<file path="config.mk">
export PLATFORM = sky130hd
export DESIGN_NAME = avl_burst_splitter_flat
export DESIGN_NICKNAME = d
export VERILOG_FILES = /design/src/rtl/avl_burst_splitter_if.sv /design/src/rtl/avl_burst_splitter.sv /design/src/flat_wrapper.sv
export SDC_FILE = /design/constraint.sdc
export NUM_CORES = 1
export LEC_CHECK = 0
export BUFFER_PORTS_ARGS = -buffer_cell sky130_fd_sc_hd__buf_2
export CAP_MARGIN = 20
export CORE_MARGIN = 4
export CORE_UTILIZATION = 52
export CTS_CLUSTER_DIAMETER = 200
export DETAILED_ROUTE_END_ITERATION = 10
export HOLD_SLACK_MARGIN = 0.06
export MAX_ROUTING_LAYER = met4
export PLACE_DENSITY = 0.9
export SETUP_SLACK_MARGIN = 0.05
export SLEW_MARGIN = 5
export SYNTH_ARGS = -nofsm -noshare
export SYNTH_HDL_FRONTEND = slang
export SYNTH_SLANG_ARGS = --single-unit
</file>
<file path="constraint.sdc">
create_clock -name clk -period 4.35 [get_ports clk]
set_input_delay 0.87 -clock clk [delete_from_list [all_inputs] [get_ports clk]]
set_output_delay 0.87 -clock clk [all_outputs]
set_load 0.02 [all_outputs]
</file>
<file path="src/rtl/avl_burst_splitter_if.sv">
// Avalon-MM bus bundle used on both sides of the burst splitter.
// The cache side (s0) uses every field. The memory side (m0) leaves the
// burst fields idle because the memory has no burst support.
interface avl_burst_splitter_if #(
    parameter int BURST_W = 8
);
    logic [31:0]        address;
    logic [3:0]         byte_enable;
    logic               read;
    logic               write;
    logic [31:0]        write_data;
    logic               begin_burst_transfer;
    logic [BURST_W-1:0] burst_count;
    logic               wait_request;
    logic [31:0]        read_data;
    logic               read_data_valid;

    // Issuer of commands.
    modport master (
        output address, byte_enable, read, write, write_data,
               begin_burst_transfer, burst_count,
        input  wait_request, read_data, read_data_valid
    );

    // Receiver of commands.
    modport slave (
        input  address, byte_enable, read, write, write_data,
               begin_burst_transfer, burst_count,
        output wait_request, read_data, read_data_valid
    );
endinterface

</file>
<file path="src/rtl/avl_burst_splitter.sv">
// Avalon-MM burst splitter.
// Takes read and write bursts from the cache master and replays each one as
// single-word pipelined transfers toward a memory that cannot burst. Read data
// comes back in issue order. An outstanding-read counter throttles issue so the
// memory never holds more than MAX_PENDING reads.
module avl_burst_splitter #(
    parameter int BURST_W     = 8,
    parameter int MAX_PENDING = 4,
    parameter int PEND_W      = $clog2(MAX_PENDING + 1)
) (
    input  logic                  clk,
    input  logic                  rest,
    avl_burst_splitter_if.slave   s0,
    avl_burst_splitter_if.master  m0
);

    typedef enum logic [1:0] {
        IDLE    = 2'd0,
        RD      = 2'd1,
        WR      = 2'd2,
        WR_DATA = 2'd3
    } state_t;

    state_t             state_reg;
    logic [31:0]        base_reg;      // word-aligned burst start address
    logic [BURST_W-1:0] last_reg;      // index of the final beat (count 0 acts as 1)
    logic [BURST_W-1:0] beat_reg;      // index of the beat currently presented on m0
    logic               s0_wait_reg;

    logic [31:0]        m0_address_reg;
    logic [3:0]         m0_be_reg;
    logic               m0_read_reg;
    logic               m0_write_reg;
    logic [31:0]        m0_wdata_reg;

    logic [PEND_W-1:0]  pending_reg;
    logic [PEND_W-1:0]  pending_next;
    logic [31:0]        s0_rdata_reg;
    logic               s0_rvalid_reg;

    logic               rd_accept;
    logic               rd_return;
    logic               can_issue;

    // Address of a beat: base plus four bytes per beat, wrapping modulo 2^32.
    function automatic logic [31:0] beat_addr(input logic [31:0] base,
                                              input logic [BURST_W-1:0] beat);
        return base + (32'(beat) << 2);
    endfunction

    // A read leaves on m0 when it is presented and not stalled.
    assign rd_accept = m0_read_reg && !m0.wait_request;

    // Data arriving with nothing outstanding is stale (left over from before a
    // reset) and must not reach the cache.
    assign rd_return = m0.read_data_valid && (pending_reg != '0);

    // Outstanding-read count after this edge; an issue and a return in the
    // same cycle cancel out.
    always_comb begin
        pending_next = pending_reg;
        if (rd_accept && !rd_return) begin
            pending_next = pending_reg + PEND_W'(1);
        end else if (!rd_accept && rd_return) begin
            pending_next = pending_reg - PEND_W'(1);
        end
    end

    // m0_read is registered, so the decision looks at the count it will see
    // next cycle. Once a read is presented it only stays stalled, so the
    // count cannot rise under it and the request stays steady.
    assign can_issue = (pending_next < PEND_W'(MAX_PENDING));

    // Burst sequencer with registered s0 wait and m0 command outputs.
    always_ff @(posedge clk or negedge rest) begin
        if (!rest) begin
            state_reg      <= IDLE;
            base_reg       <= '0;
            last_reg       <= '0;
            beat_reg       <= '0;
            s0_wait_reg    <= 1'b1;
            m0_address_reg <= '0;
            m0_be_reg      <= '0;
            m0_read_reg    <= 1'b0;
            m0_write_reg   <= 1'b0;
            m0_wdata_reg   <= '0;
        end else begin
            case (state_reg)
                IDLE: begin
                    s0_wait_reg <= 1'b0;
                    // The first cycle after reset still shows wait high, so
                    // nothing is taken until the cache can see us ready.
                    // A read and a write together is illegal; the read wins.
                    if (!s0_wait_reg && s0.read) begin
                        base_reg       <= {s0.address[31:2], 2'b00};
                        last_reg       <= (s0.burst_count == '0) ? '0
                                          : s0.burst_count - BURST_W'(1);
                        beat_reg       <= '0;
                        m0_address_reg <= {s0.address[31:2], 2'b00};
                        m0_be_reg      <= s0.byte_enable;
                        m0_read_reg    <= can_issue;
                        s0_wait_reg    <= 1'b1;
                        state_reg      <= RD;
                    end else if (!s0_wait_reg && s0.write) begin
                        base_reg       <= {s0.address[31:2], 2'b00};
                        last_reg       <= (s0.burst_count == '0) ? '0
                                          : s0.burst_count - BURST_W'(1);
                        beat_reg       <= '0;
                        m0_address_reg <= {s0.address[31:2], 2'b00};
                        m0_be_reg      <= s0.byte_enable;
                        m0_wdata_reg   <= s0.write_data;
                        m0_write_reg   <= 1'b1;
                        s0_wait_reg    <= 1'b1;
                        state_reg      <= WR;
                    end
                end

                RD: begin
                    if (rd_accept && (beat_reg == last_reg)) begin
                        // Last address issued; remaining data drains while
                        // the next command may already be accepted.
                        m0_read_reg <= 1'b0;
                        s0_wait_reg <= 1'b0;
                        state_reg   <= IDLE;
                    end else if (rd_accept) begin
                        beat_reg       <= beat_reg + BURST_W'(1);
                        m0_address_reg <= beat_addr(base_reg, beat_reg + BURST_W'(1));
                        m0_read_reg    <= can_issue;
                    end else begin
                        m0_read_reg    <= can_issue;
                    end
                end

                WR: begin
                    if (!m0.wait_request) begin
                        m0_write_reg <= 1'b0;
                        s0_wait_reg  <= 1'b0;
                        if (beat_reg == last_reg) begin
                            state_reg <= IDLE;
                        end else begin
                            beat_reg  <= beat_reg + BURST_W'(1);
                            state_reg <= WR_DATA;
                        end
                    end
                end

                WR_DATA: begin
                    // m0 idles here while the next beat is collected from s0.
                    if (s0.write) begin
                        m0_address_reg <= beat_addr(base_reg, beat_reg);
                        m0_wdata_reg   <= s0.write_data;
                        m0_be_reg      <= s0.byte_enable;
                        m0_write_reg   <= 1'b1;
                        s0_wait_reg    <= 1'b1;
                        state_reg      <= WR;
                    end
                end

                default: begin
                    m0_read_reg  <= 1'b0;
                    m0_write_reg <= 1'b0;
                    s0_wait_reg  <= 1'b0;
                    state_reg    <= IDLE;
                end
            endcase
        end
    end

    // Outstanding-read counter and one-cycle registered read return path.
    always_ff @(posedge clk or negedge rest) begin
        if (!rest) begin
            pending_reg   <= '0;
            s0_rdata_reg  <= '0;
            s0_rvalid_reg <= 1'b0;
        end else begin
            pending_reg   <= pending_next;
            s0_rvalid_reg <= rd_return;
            if (rd_return) begin
                s0_rdata_reg <= m0.read_data;
            end
        end
    end

    assign s0.wait_request         = s0_wait_reg;
    assign s0.read_data            = s0_rdata_reg;
    assign s0.read_data_valid      = s0_rvalid_reg;

    assign m0.address              = m0_address_reg;
    assign m0.byte_enable          = m0_be_reg;
    assign m0.read                 = m0_read_reg;
    assign m0.write                = m0_write_reg;
    assign m0.write_data           = m0_wdata_reg;
    assign m0.begin_burst_transfer = 1'b0;
    assign m0.burst_count          = '0;

    // Beat boundaries come from the FSM, so the burst marker and the byte
    // offset bits of the start address carry no information here.
    logic unused_ok;
    assign unused_ok = &{1'b0, s0.begin_burst_transfer, s0.address[1:0]};

endmodule

</file>
<file path="src/flat_wrapper.sv">
// flat-port wrapper written by rule: the top's interface ports become plain ports
module avl_burst_splitter_flat 
#(
    parameter int BURST_W     = 8,
    parameter int MAX_PENDING = 4,
    parameter int PEND_W      = $clog2(MAX_PENDING + 1)
)
  (clk, rest, s0_address, s0_byte_enable, s0_read, s0_write, s0_write_data, s0_begin_burst_transfer, s0_burst_count, s0_wait_request, s0_read_data, s0_read_data_valid, m0_address, m0_byte_enable, m0_read, m0_write, m0_write_data, m0_begin_burst_transfer, m0_burst_count, m0_wait_request, m0_read_data, m0_read_data_valid);
  avl_burst_splitter_if #(.BURST_W(BURST_W)) s0_i ();
  avl_burst_splitter_if #(.BURST_W(BURST_W)) m0_i ();
  input  logic clk;
  input  logic rest;
  input wire logic [$bits(s0_i.address)-1:0] s0_address;
  input wire logic [$bits(s0_i.byte_enable)-1:0] s0_byte_enable;
  input wire logic [$bits(s0_i.read)-1:0] s0_read;
  input wire logic [$bits(s0_i.write)-1:0] s0_write;
  input wire logic [$bits(s0_i.write_data)-1:0] s0_write_data;
  input wire logic [$bits(s0_i.begin_burst_transfer)-1:0] s0_begin_burst_transfer;
  input wire logic [$bits(s0_i.burst_count)-1:0] s0_burst_count;
  output wire logic [$bits(s0_i.wait_request)-1:0] s0_wait_request;
  output wire logic [$bits(s0_i.read_data)-1:0] s0_read_data;
  output wire logic [$bits(s0_i.read_data_valid)-1:0] s0_read_data_valid;
  output wire logic [$bits(m0_i.address)-1:0] m0_address;
  output wire logic [$bits(m0_i.byte_enable)-1:0] m0_byte_enable;
  output wire logic [$bits(m0_i.read)-1:0] m0_read;
  output wire logic [$bits(m0_i.write)-1:0] m0_write;
  output wire logic [$bits(m0_i.write_data)-1:0] m0_write_data;
  output wire logic [$bits(m0_i.begin_burst_transfer)-1:0] m0_begin_burst_transfer;
  output wire logic [$bits(m0_i.burst_count)-1:0] m0_burst_count;
  input wire logic [$bits(m0_i.wait_request)-1:0] m0_wait_request;
  input wire logic [$bits(m0_i.read_data)-1:0] m0_read_data;
  input wire logic [$bits(m0_i.read_data_valid)-1:0] m0_read_data_valid;
  assign s0_i.address = s0_address;
  assign s0_i.byte_enable = s0_byte_enable;
  assign s0_i.read = s0_read;
  assign s0_i.write = s0_write;
  assign s0_i.write_data = s0_write_data;
  assign s0_i.begin_burst_transfer = s0_begin_burst_transfer;
  assign s0_i.burst_count = s0_burst_count;
  assign s0_wait_request = s0_i.wait_request;
  assign s0_read_data = s0_i.read_data;
  assign s0_read_data_valid = s0_i.read_data_valid;
  assign m0_address = m0_i.address;
  assign m0_byte_enable = m0_i.byte_enable;
  assign m0_read = m0_i.read;
  assign m0_write = m0_i.write;
  assign m0_write_data = m0_i.write_data;
  assign m0_begin_burst_transfer = m0_i.begin_burst_transfer;
  assign m0_burst_count = m0_i.burst_count;
  assign m0_i.wait_request = m0_wait_request;
  assign m0_i.read_data = m0_read_data;
  assign m0_i.read_data_valid = m0_read_data_valid;
  avl_burst_splitter #(.BURST_W(BURST_W), .MAX_PENDING(MAX_PENDING), .PEND_W(PEND_W)) u_core (.clk(clk), .rest(rest), .s0(s0_i), .m0(m0_i));
endmodule
</file>
== Word-level counts from Yosys, hierarchy flattened ==
Index checks and enable logic that the tools add are counted.
Word-level totals
  flip-flop bits (word level): 157
  bits of input ports: 115
  output and inout port bits: 113
Operators by class
  add/subtract/negate cells: 6
  $lt $le $gt $ge: 1
  equal/unequal tests: 14
  mux-type cells: 45
  reduce and logical (&&, ||, !) cells: 29
Operator list (count)
  two-way mux 32 bit: 8
  one-hot mux 32 bit (3 select lines): 1
  two-way mux 8 bit: 9
  adder 32 x 10 -> 32 bit: 2
  one-hot mux 32 bit (2 select lines): 1
  one-hot mux 8 bit (3 select lines): 1
  two-way mux 2 bit: 6
  two-way mux 4 bit: 3
  nonzero test 3 bit: 4
  inequality test 2 bit (second input constant): 5
  AND reduction 5 bit: 2
  two-way mux 1 bit: 9
  adder 8 x 1 -> 8 bit (second input constant): 1
  equality test 8 bit: 1
  zero test 8 bit: 1
  inequality test 2 x 1 -> 1 bit (second input constant): 4
  one-hot mux 2 bit (4 select lines): 1
  one-hot mux 4 bit (2 select lines): 1
  AND reduction 4 bit: 2
  subtractor 8 x 1 -> 8 bit (second input constant): 1
  logical AND 1 bit: 7
  two-way mux 3 bit: 2
  AND reduction 3 bit: 2
  AND reduction 6 bit: 1
  other kinds (13): 20

== Logic depth before layout (Yosys ltp) ==
Gate-level depths: netlist of run 1.
  depth after elaboration: 9
  mapped depth: 13
  mapped depth without buffers: 13

== Worst setup path before layout of run 1 ==
OpenSTA, ideal clock, no wires.
  path kind: flip-flop to flip-flop
  start point: register u_core.state_reg[0]
  end point: register u_core.m0_address_reg[10] (netlist: u_core.m0.address[10])
  library setup time: 128 ps
  arrival time: 3014 ps
  required time: 4222 ps
  path slack: 1208 ps
  cell stages (with the launch flop): 13
  cell sequence: dfrtp_1 -> ha_1 -> clkbuf_1 -> clkbuf_1 -> mux2_2 -> inv_1 -> fa_1 -> and2b_2 -> o2111ai_1 -> a21oi_1 -> or3_2 -> a31oi_1 -> o21ai_0
On the way
  longest elaborated chain between the ends: 3
  elaborated cells on any way between the ends: 10
  those cells by class: eq/ne (6); mux (1); reduce/logical (3)
Ends and longest elaborated chain
  start: declaration: line avl_burst_splitter.sv:24  | state_t state_reg;
  start signal: assignment: line avl_burst_splitter.sv:77  | state_reg <= IDLE;
  start signal: assignment: line avl_burst_splitter.sv:103  | state_reg <= RD;
  start signal: assignment: line avl_burst_splitter.sv:114  | state_reg <= WR;
  equality test 2 x 1 -> 1 bit (tied with other cells): line avl_burst_splitter.sv:88  | case (state_reg)
  inequality test 2 x 1 -> 1 bit (no source line) (tied with other cells)
  AND reduction 5 bit (no source line)
  end signal: assignment: line avl_burst_splitter.sv:99  | m0_address_reg <= {s0.address[31:2], 2'b00};
  end signal: assignment: line avl_burst_splitter.sv:109  | m0_address_reg <= {s0.address[31:2], 2'b00};
  end signal: assignment: line avl_burst_splitter.sv:127  | m0_address_reg <= beat_addr(base_reg, beat_reg + BURST_W'(1));
  end: declaration: line avl_burst_splitter.sv:30  | logic [31:0] m0_address_reg;
Parallel ways exist; a longest one is shown, timed or not.
A chain may end at the register's enable or synchronous reset.

== Final worst setup path of run 1 ==
  start point: register u_core.state_reg[0]
  end point: register u_core.m0_address_reg[16] (netlist: u_core.m0.address[16])
The elaborated chain is that of the path after synthesis.

==> run_results.csv, run 1 <==
group,metric,value,unit
yosys,ys_async_sr_fraction,100,%
final_layout,fillers,1141,
grt,grtUsageTotal,22.3,%
clock_tree,cts_buffers,17,
yosys,ys.flop_type,"dfrtp_1",
power_and_ir_drop,p_total,7810,uW
yosys,synth_edf_count,0,
yosys,synth_most_common_cell,"nand2_1",
yosys,yosysTopAreaCell,"dfrtp_1",
setup_path,path_class,"reg -> reg",
grt,grt_start_max_net_pins,111,
clock_tree,cts_root_buffer,"clkbuf_16",
yosys,synth_cell_type_count,58,
sta,report.final.slew_viol_count,0,
final_layout,syn_to_final_growth,24.0,%
detailed_routing,drt-total-wl,18000,microns
place,gp_congestion,0.906,
yosys,synth_top_area_share,49.8,%
detailed_routing,via_per_inst,5.42,
clock_tree,cts_buffer_depth,2,
grt,grt_pass1_vias,6091,
yosys,syn-instance-count,745,
final_layout,fin_area,9470,sq um
final_layout,seq_area,3830,sq um
detailed_routing,drtAntennaViolNets,0,
place,portBuffers,213,
clock_tree,ctsResizeCount,0,
yosys,yosysWarningCount,0,
floorplanning,die_x,129,microns
sta,finalSetupViolCount,0,
sta,max_slew_margin,27.4,%
clock_tree,clock-sinks,153,
final_layout,layout.nets,1093,
place,placed_area,8830,sq um
setup_path,crit_fanout,10,
sta,rsz0062_at_grt,"no",
sta,fin_skew,17.3,ps
sta,worst_slew_pin_slew,1090,ps
yosys,synthSimpleGateAreaFrac,16.0,%
min_path,min_path_type,"in -> async",
detailed_routing,drtIter0Drc,403,
clock_tree,h-tree-depth,4,
final_layout,drive_gt1_share,36.0,%
yosys,synth-xor-area-share,4.70,%
clock_tree,cts_hold_buf,0,
floorplanning,fp.dieArea,16700,sq um
status,status,"completed",
grt,gr-total-overflow,0,
yosys,synthAdderAreaFrac,3.54,%
yosys,syn_area,7640,sq um
floorplanning,fp.dieH,129,microns
flow_run,cap_viol_max_count,0,
yosys,ys_seq_elements,153,
sta,fin_crit_sh,76.9,%
setup_path,worstSetupStartpointType,"register",
clock_tree,clk_latency,420,ps
clock_tree,cts_tree,"done",
power_and_ir_drop,ir_drop,444,uV
place,dp_hpwl,12800,microns
sta,setup_tns,0,ps
setup_path,end_kind,"register",
yosys,synth_area_leaders,"dfrtp_1 50%, mux2_2 10%, nand2_1 7.8%, ha_1 3.3%, xor2_1 2.4%",
detailed_routing,dr.pass1.iters,6,
detailed_routing,route.detailed.drc,0,
setup_path,worstPathArrival,3680,ps
yosys,synth.top_cells.by_count,"159 x nand2_1, 152 x dfrtp_1, 70 x mux2_2",
detailed_routing,wl_per_cell,15.6,microns
setup_path,rrSetupSlack,1010,ps
floorplanning,core_area,14500,sq um
power_and_ir_drop,powerDensity,826,nW/um^2
grt,grt_pass1_wl,29000,microns
yosys,seq_area_frac_synth,50.2,%
clock_tree,postCtsSetupBuffers,0,
floorplanning,io_pins,228,
final_layout,multi_input_area,3540,sq um
power_and_ir_drop,leakage,0.00464,uW
yosys,synth_top_family_by_area,"simple AND/OR/NAND/NOR gates",
sta,min_period,3340,ps
setup_path,crit_required,4690,ps
sta,fin_hold_ws,271,ps
clock_tree,clkTransAtPathRegs,60,ps
floorplanning,num_rows,44,
yosys,synth-compound-area-share,10.7,%
grt,antenna_found_initial,2,
detailed_routing,num_vias,6266,
floorplanning,initial_core_util,52.7,%
sta,timing.fmax,0.299,GHz
sta,finalHoldViolCount,0,
final_layout,final_util,65.4,%
yosys,syn_avg_cell_area,10.2,sq um
yosys,synthMuxAreaShare,10.8,%
## cells in the final DEF, fill, tap and decap left out, types with 19 or more instances in the layout
cell type  count
dfrtp_1      152
ha_1          20
nor2_1        27
nand2_1      159
o211ai_1      19
xnor2_1       20
o21ai_0       34
nand3_1       31
mux2_2        70
buf_2        212
a21oi_1       19
xor2_1        21
## kinds of logic (layout without fill, tap and decap cells)
family                   Yosys count  count (layout)
AO/OA/AOI/OAI                    121             121
flip-flops                       153             153
buffers and inverters             60             275
other                              1              13
AND/OR/NAND/NOR                  274             274
multiplexers                      74              74
adder cells (fa/ha/maj)           21              21
XOR/XNOR                          41              41
## worst paths after layout
check | from | end | depth (start not counted)
setup / recovery | u_core.state_reg[0] | u_core.m0.address[16] | 11
hold / removal | rest | u_core.m0.address[19] | 1
setup reg to reg | u_core.state_reg[0] | u_core.m0.address[16] | 11
hold reg to reg | u_core.s0.read_data[2] | u_core.s0.read_data[2] | 2
max in group asynchronous | rest | u_core.s0.read_data[8] | 3
min in group clk | u_core.s0.read_data[2] | u_core.s0.read_data[2] | 2
## per-layer routing
metal	GRT usage [%]	routed length (microns)	up-vias
li1	-	-	2975
met1	28.0	7500	3026
met2	36.3	9050	228
met3	3.50	1010	37
met4	9.57	420	0
met5	-	0	-
## power breakdown
group	switching (uW)	leakage [uW]	internal [uW]
Combinational	2220	0.00251	1520
Clock	572	0.000284	905
Sequential	466	0.00185	2130
Total	3260	0.00464	4550
## final cells by class
type,count,area share [%]
well taps,184,2.43
diodes,2,0.0529
clock inverters,10,1.24
clock buffers,22,5.12
repair buffers,226,12.6
flip-flops and latches,153,40.5
inverters,17,0.674
multi-input cells,542,37.4
## through the flow
stage / worst slack (ps) / instances
2_1_floorplan: 1210 / 755
4_1_cts: 1030 / 1153
3_3_place_gp: 1120 / 1121
3_5_place_dp: 1050 / 1121
6_report: 1010 / 1156
5_1_grt: 753 / 1156
## critical path, cell delays in order, from the launching register on
cell and delay, ps:
dfrtp_1 410, ha_1 290, xnor2_1 240, ha_1 210
inv_1 60, fa_1 370, and2b_2 240, o2111ai_1 210
a21oi_1 670, o21ai_0 210, xor2_1 190, o211ai_1 170
Power figures use the tool's default switching activity.
==> run 2, diff against run 1 <==
- ABC_AREA: unset -> 1
- CORE_UTILIZATION: 52 -> 53
- PLACE_DENSITY: 0.9 -> 0.91
- clock period: 4.35 -> 3.4 ns (I/O delays scaled with it)
==> run 2 against run 1 <==
Compared with the run above: setup slack got worse by 570 ps; critical endpoint is now u_core.m0.address[26]; non-clock buffer count down 8; cell area rose by 4.7%.
==> run_results.csv, run 2 <==
group,metric,value,unit
yosys,yosysWarningCount,0,
place,gp_congestion,0.954,
final_layout,drive_gt1_share,23.8,%
yosys,syn-instance-count,1043,
setup_path,crit_fanout,6,
sta,report.final.slew_viol_count,0,
yosys,synth.top_cells.by_count,"425 x nand2_1, 152 x dfrtp_1, 88 x inv_1",
floorplanning,core_area,14800,sq um
yosys,synth_cell_type_count,36,
floorplanning,fp.dieH,132,microns
power_and_ir_drop,ir_drop,608,uV
flow_run,cap_viol_max_count,0,
detailed_routing,route.detailed.drc,0,
yosys,seq_area_frac_synth,47.1,%
yosys,ys_seq_elements,153,
power_and_ir_drop,p_total,10200,uW
sta,worst_slew_pin_slew,997,ps
place,dp_hpwl,17000,microns
sta,min_period,2970,ps
power_and_ir_drop,leakage,0.00535,uW
setup_path,end_kind,"register",
detailed_routing,via_per_inst,5.19,
setup_path,crit_required,3720,ps
clock_tree,cts_buffer_depth,2,
setup_path,path_class,"reg -> reg",
sta,fin_crit_sh,87.2,%
detailed_routing,drt-total-wl,22400,microns
yosys,synth_area_leaders,"dfrtp_1 47%, nand2_1 20%, nand3_1 4.2%, mux2_2 4.2%, inv_1 4.1%",
yosys,synth-compound-area-share,4.96,%
yosys,synth-xor-area-share,2.16,%
floorplanning,initial_core_util,55.1,%
clock_tree,postCtsSetupBuffers,0,
yosys,synthSimpleGateAreaFrac,30.0,%
grt,grtUsageTotal,26.7,%
yosys,synth_top_family_by_area,"simple AND/OR/NAND/NOR gates",
yosys,ys.flop_type,"dfrtp_1",
clock_tree,cts_buffers,17,
yosys,synth_most_common_cell,"nand2_1",
clock_tree,cts_root_buffer,"clkbuf_16",
final_layout,layout.nets,1385,
detailed_routing,num_vias,7526,
floorplanning,die_x,132,microns
detailed_routing,drtIter0Drc,477,
yosys,syn_area,8130,sq um
floorplanning,fp.dieArea,17400,sq um
yosys,ys_async_sr_fraction,100,%
grt,grt_pass1_vias,7192,
grt,antenna_found_initial,3,
final_layout,fillers,1226,
detailed_routing,wl_per_cell,15.5,microns
clock_tree,clk_latency,430,ps
yosys,synthMuxAreaShare,5.13,%
sta,max_slew_margin,33.3,%
setup_path,worstSetupStartpointType,"register",
grt,grt_start_max_net_pins,84,
sta,finalSetupViolCount,0,
clock_tree,clock-sinks,153,
min_path,min_path_type,"in -> async",
detailed_routing,dr.pass1.iters,6,
final_layout,layout_commonest_cell,"nand2_1",
final_layout,final_util,67.1,%
yosys,synth_edf_count,0,
yosys,yosysTopAreaCell,"dfrtp_1",
floorplanning,io_pins,228,
grt,grt_pass1_wl,36100,microns
place,placed_area,9270,sq um
sta,fin_skew,9.91,ps
detailed_routing,drtAntennaViolNets,0,
clock_tree,h-tree-depth,4,
clock_tree,clkTransAtPathRegs,70,ps
yosys,synth_top_area_share,46.8,%
final_layout,most-common-layout-cells,"425 x nand2_1, 212 x buf_2, 152 x dfrtp_1",
sta,setup_tns,0,ps
floorplanning,num_rows,44,
status,status,"completed",
final_layout,fin_area,9910,sq um
sta,finalHoldViolCount,0,
final_layout,syn_to_final_growth,21.9,%
setup_path,worstPathArrival,3280,ps
power_and_ir_drop,powerDensity,1030,nW/um^2
place,portBuffers,213,
clock_tree,cts_tree,"done",
sta,rsz0062_at_grt,"no",
sta,timing.fmax,0.337,GHz
grt,gr-total-overflow,0,
clock_tree,cts_hold_buf,0,
yosys,synthAdderAreaFrac,3.33,%
yosys,syn_avg_cell_area,7.79,sq um
## run 2: cell types whose count changed in the layout (fill, tap and decap cells not counted), sizes merged, moves of 20 or more
cell and delta:
nand2 +271, inv +78, nor2 +53, nand3 +37, mux2 -33, o21ai +21
o211ai -20
## run 2: final timing paths
kind,startpoint,to,slack [ps],cells after the start
min in group clk,m0_read_data[21],u_core.s0.read_data[21],460,3
max reg2reg,u_core.beat_reg[0],u_core.m0.address[26],430,15
min,rest,u_core.m0.write_data[15],250,1
min reg2reg,u_core.s0.read_data[6],u_core.s0.read_data[6],470,2
max,u_core.beat_reg[0],u_core.m0.address[26],430,15
max in group asynchronous,rest,u_core.last_reg[1],2290,2
## run 2: cell type report
type	instances	area [sq um]	area share [%]
inverters	91	342	3.45
flip-flops and latches	153	3830	38.7
well taps	184	230	2.32
multi-input cells	768	3740	37.8
clock inverters	13	189	1.91
repair buffers	218	1120	11.3
clock buffers	19	443	4.47
diodes	3	7.51	0.0758
## run 2: timing repair
item	4_1_cts	5_1_grt
hold endpoints to repair	0	0
endpoints found under the setup margin	0	3
resized for setup	0	1
## run 2: logic make-up (layout without fill, tap and decap cells)
family	Yosys count	count (layout)
xor+xnor	20	20
other cells	1	14
mux	37	37
fa+ha+maj	21	21
compound gates	78	78
buf+inv	132	341
flops	153	153
simple gates	601	601
## run 2: stage by stage
step / hold slack (ps) / std cells / setup slack (ps)
finish: 255 / 1449 / 434
global route: 298 / 1449 / 133
CTS: 275 / 1446 / 329
detailed placement: 460 / 1414 / 349
global placement: 457 / 1414 / 409
floorplan: 384 / 1053 / 719
## run 2: worst max-delay path, cell delays in order, from the launching register on
cell and delay [ps]:
dfrtp_1 480, ha_1 340, inv_1 40, o21ai_0 250, inv_1 100, fa_1 440
inv_1 100, nand2_1 50, a21oi_1 340, nand2_1 130, nand2_1 210, nand2_1 70
nand2_1 60, nand3_1 70, nand2_1 110, nand2_1 60
## run 2: layer usage
metal | part of all wire [%] | GRT usage, % | vias up | wire (microns)
met1 | 40 | 32.1 | 3452 | 8980
li1 | - | - | 3672 | -
met4 | 3.9 | 12.6 | 0 | 873
met2 | 48 | 42.7 | 345 | 10800
met3 | 8.0 | 6.26 | 57 | 1790
met5 | 0 | - | - | 0
## run 2: power by group
part	switching [uW]	total, uW	leakage (uW)	internal (uW)
Combinational	3240	4910	0.00317	1670
Clock	775	2030	0.000310	1260
Sequential	563	3270	0.00187	2710
Total	4580	10200	0.00535	5640
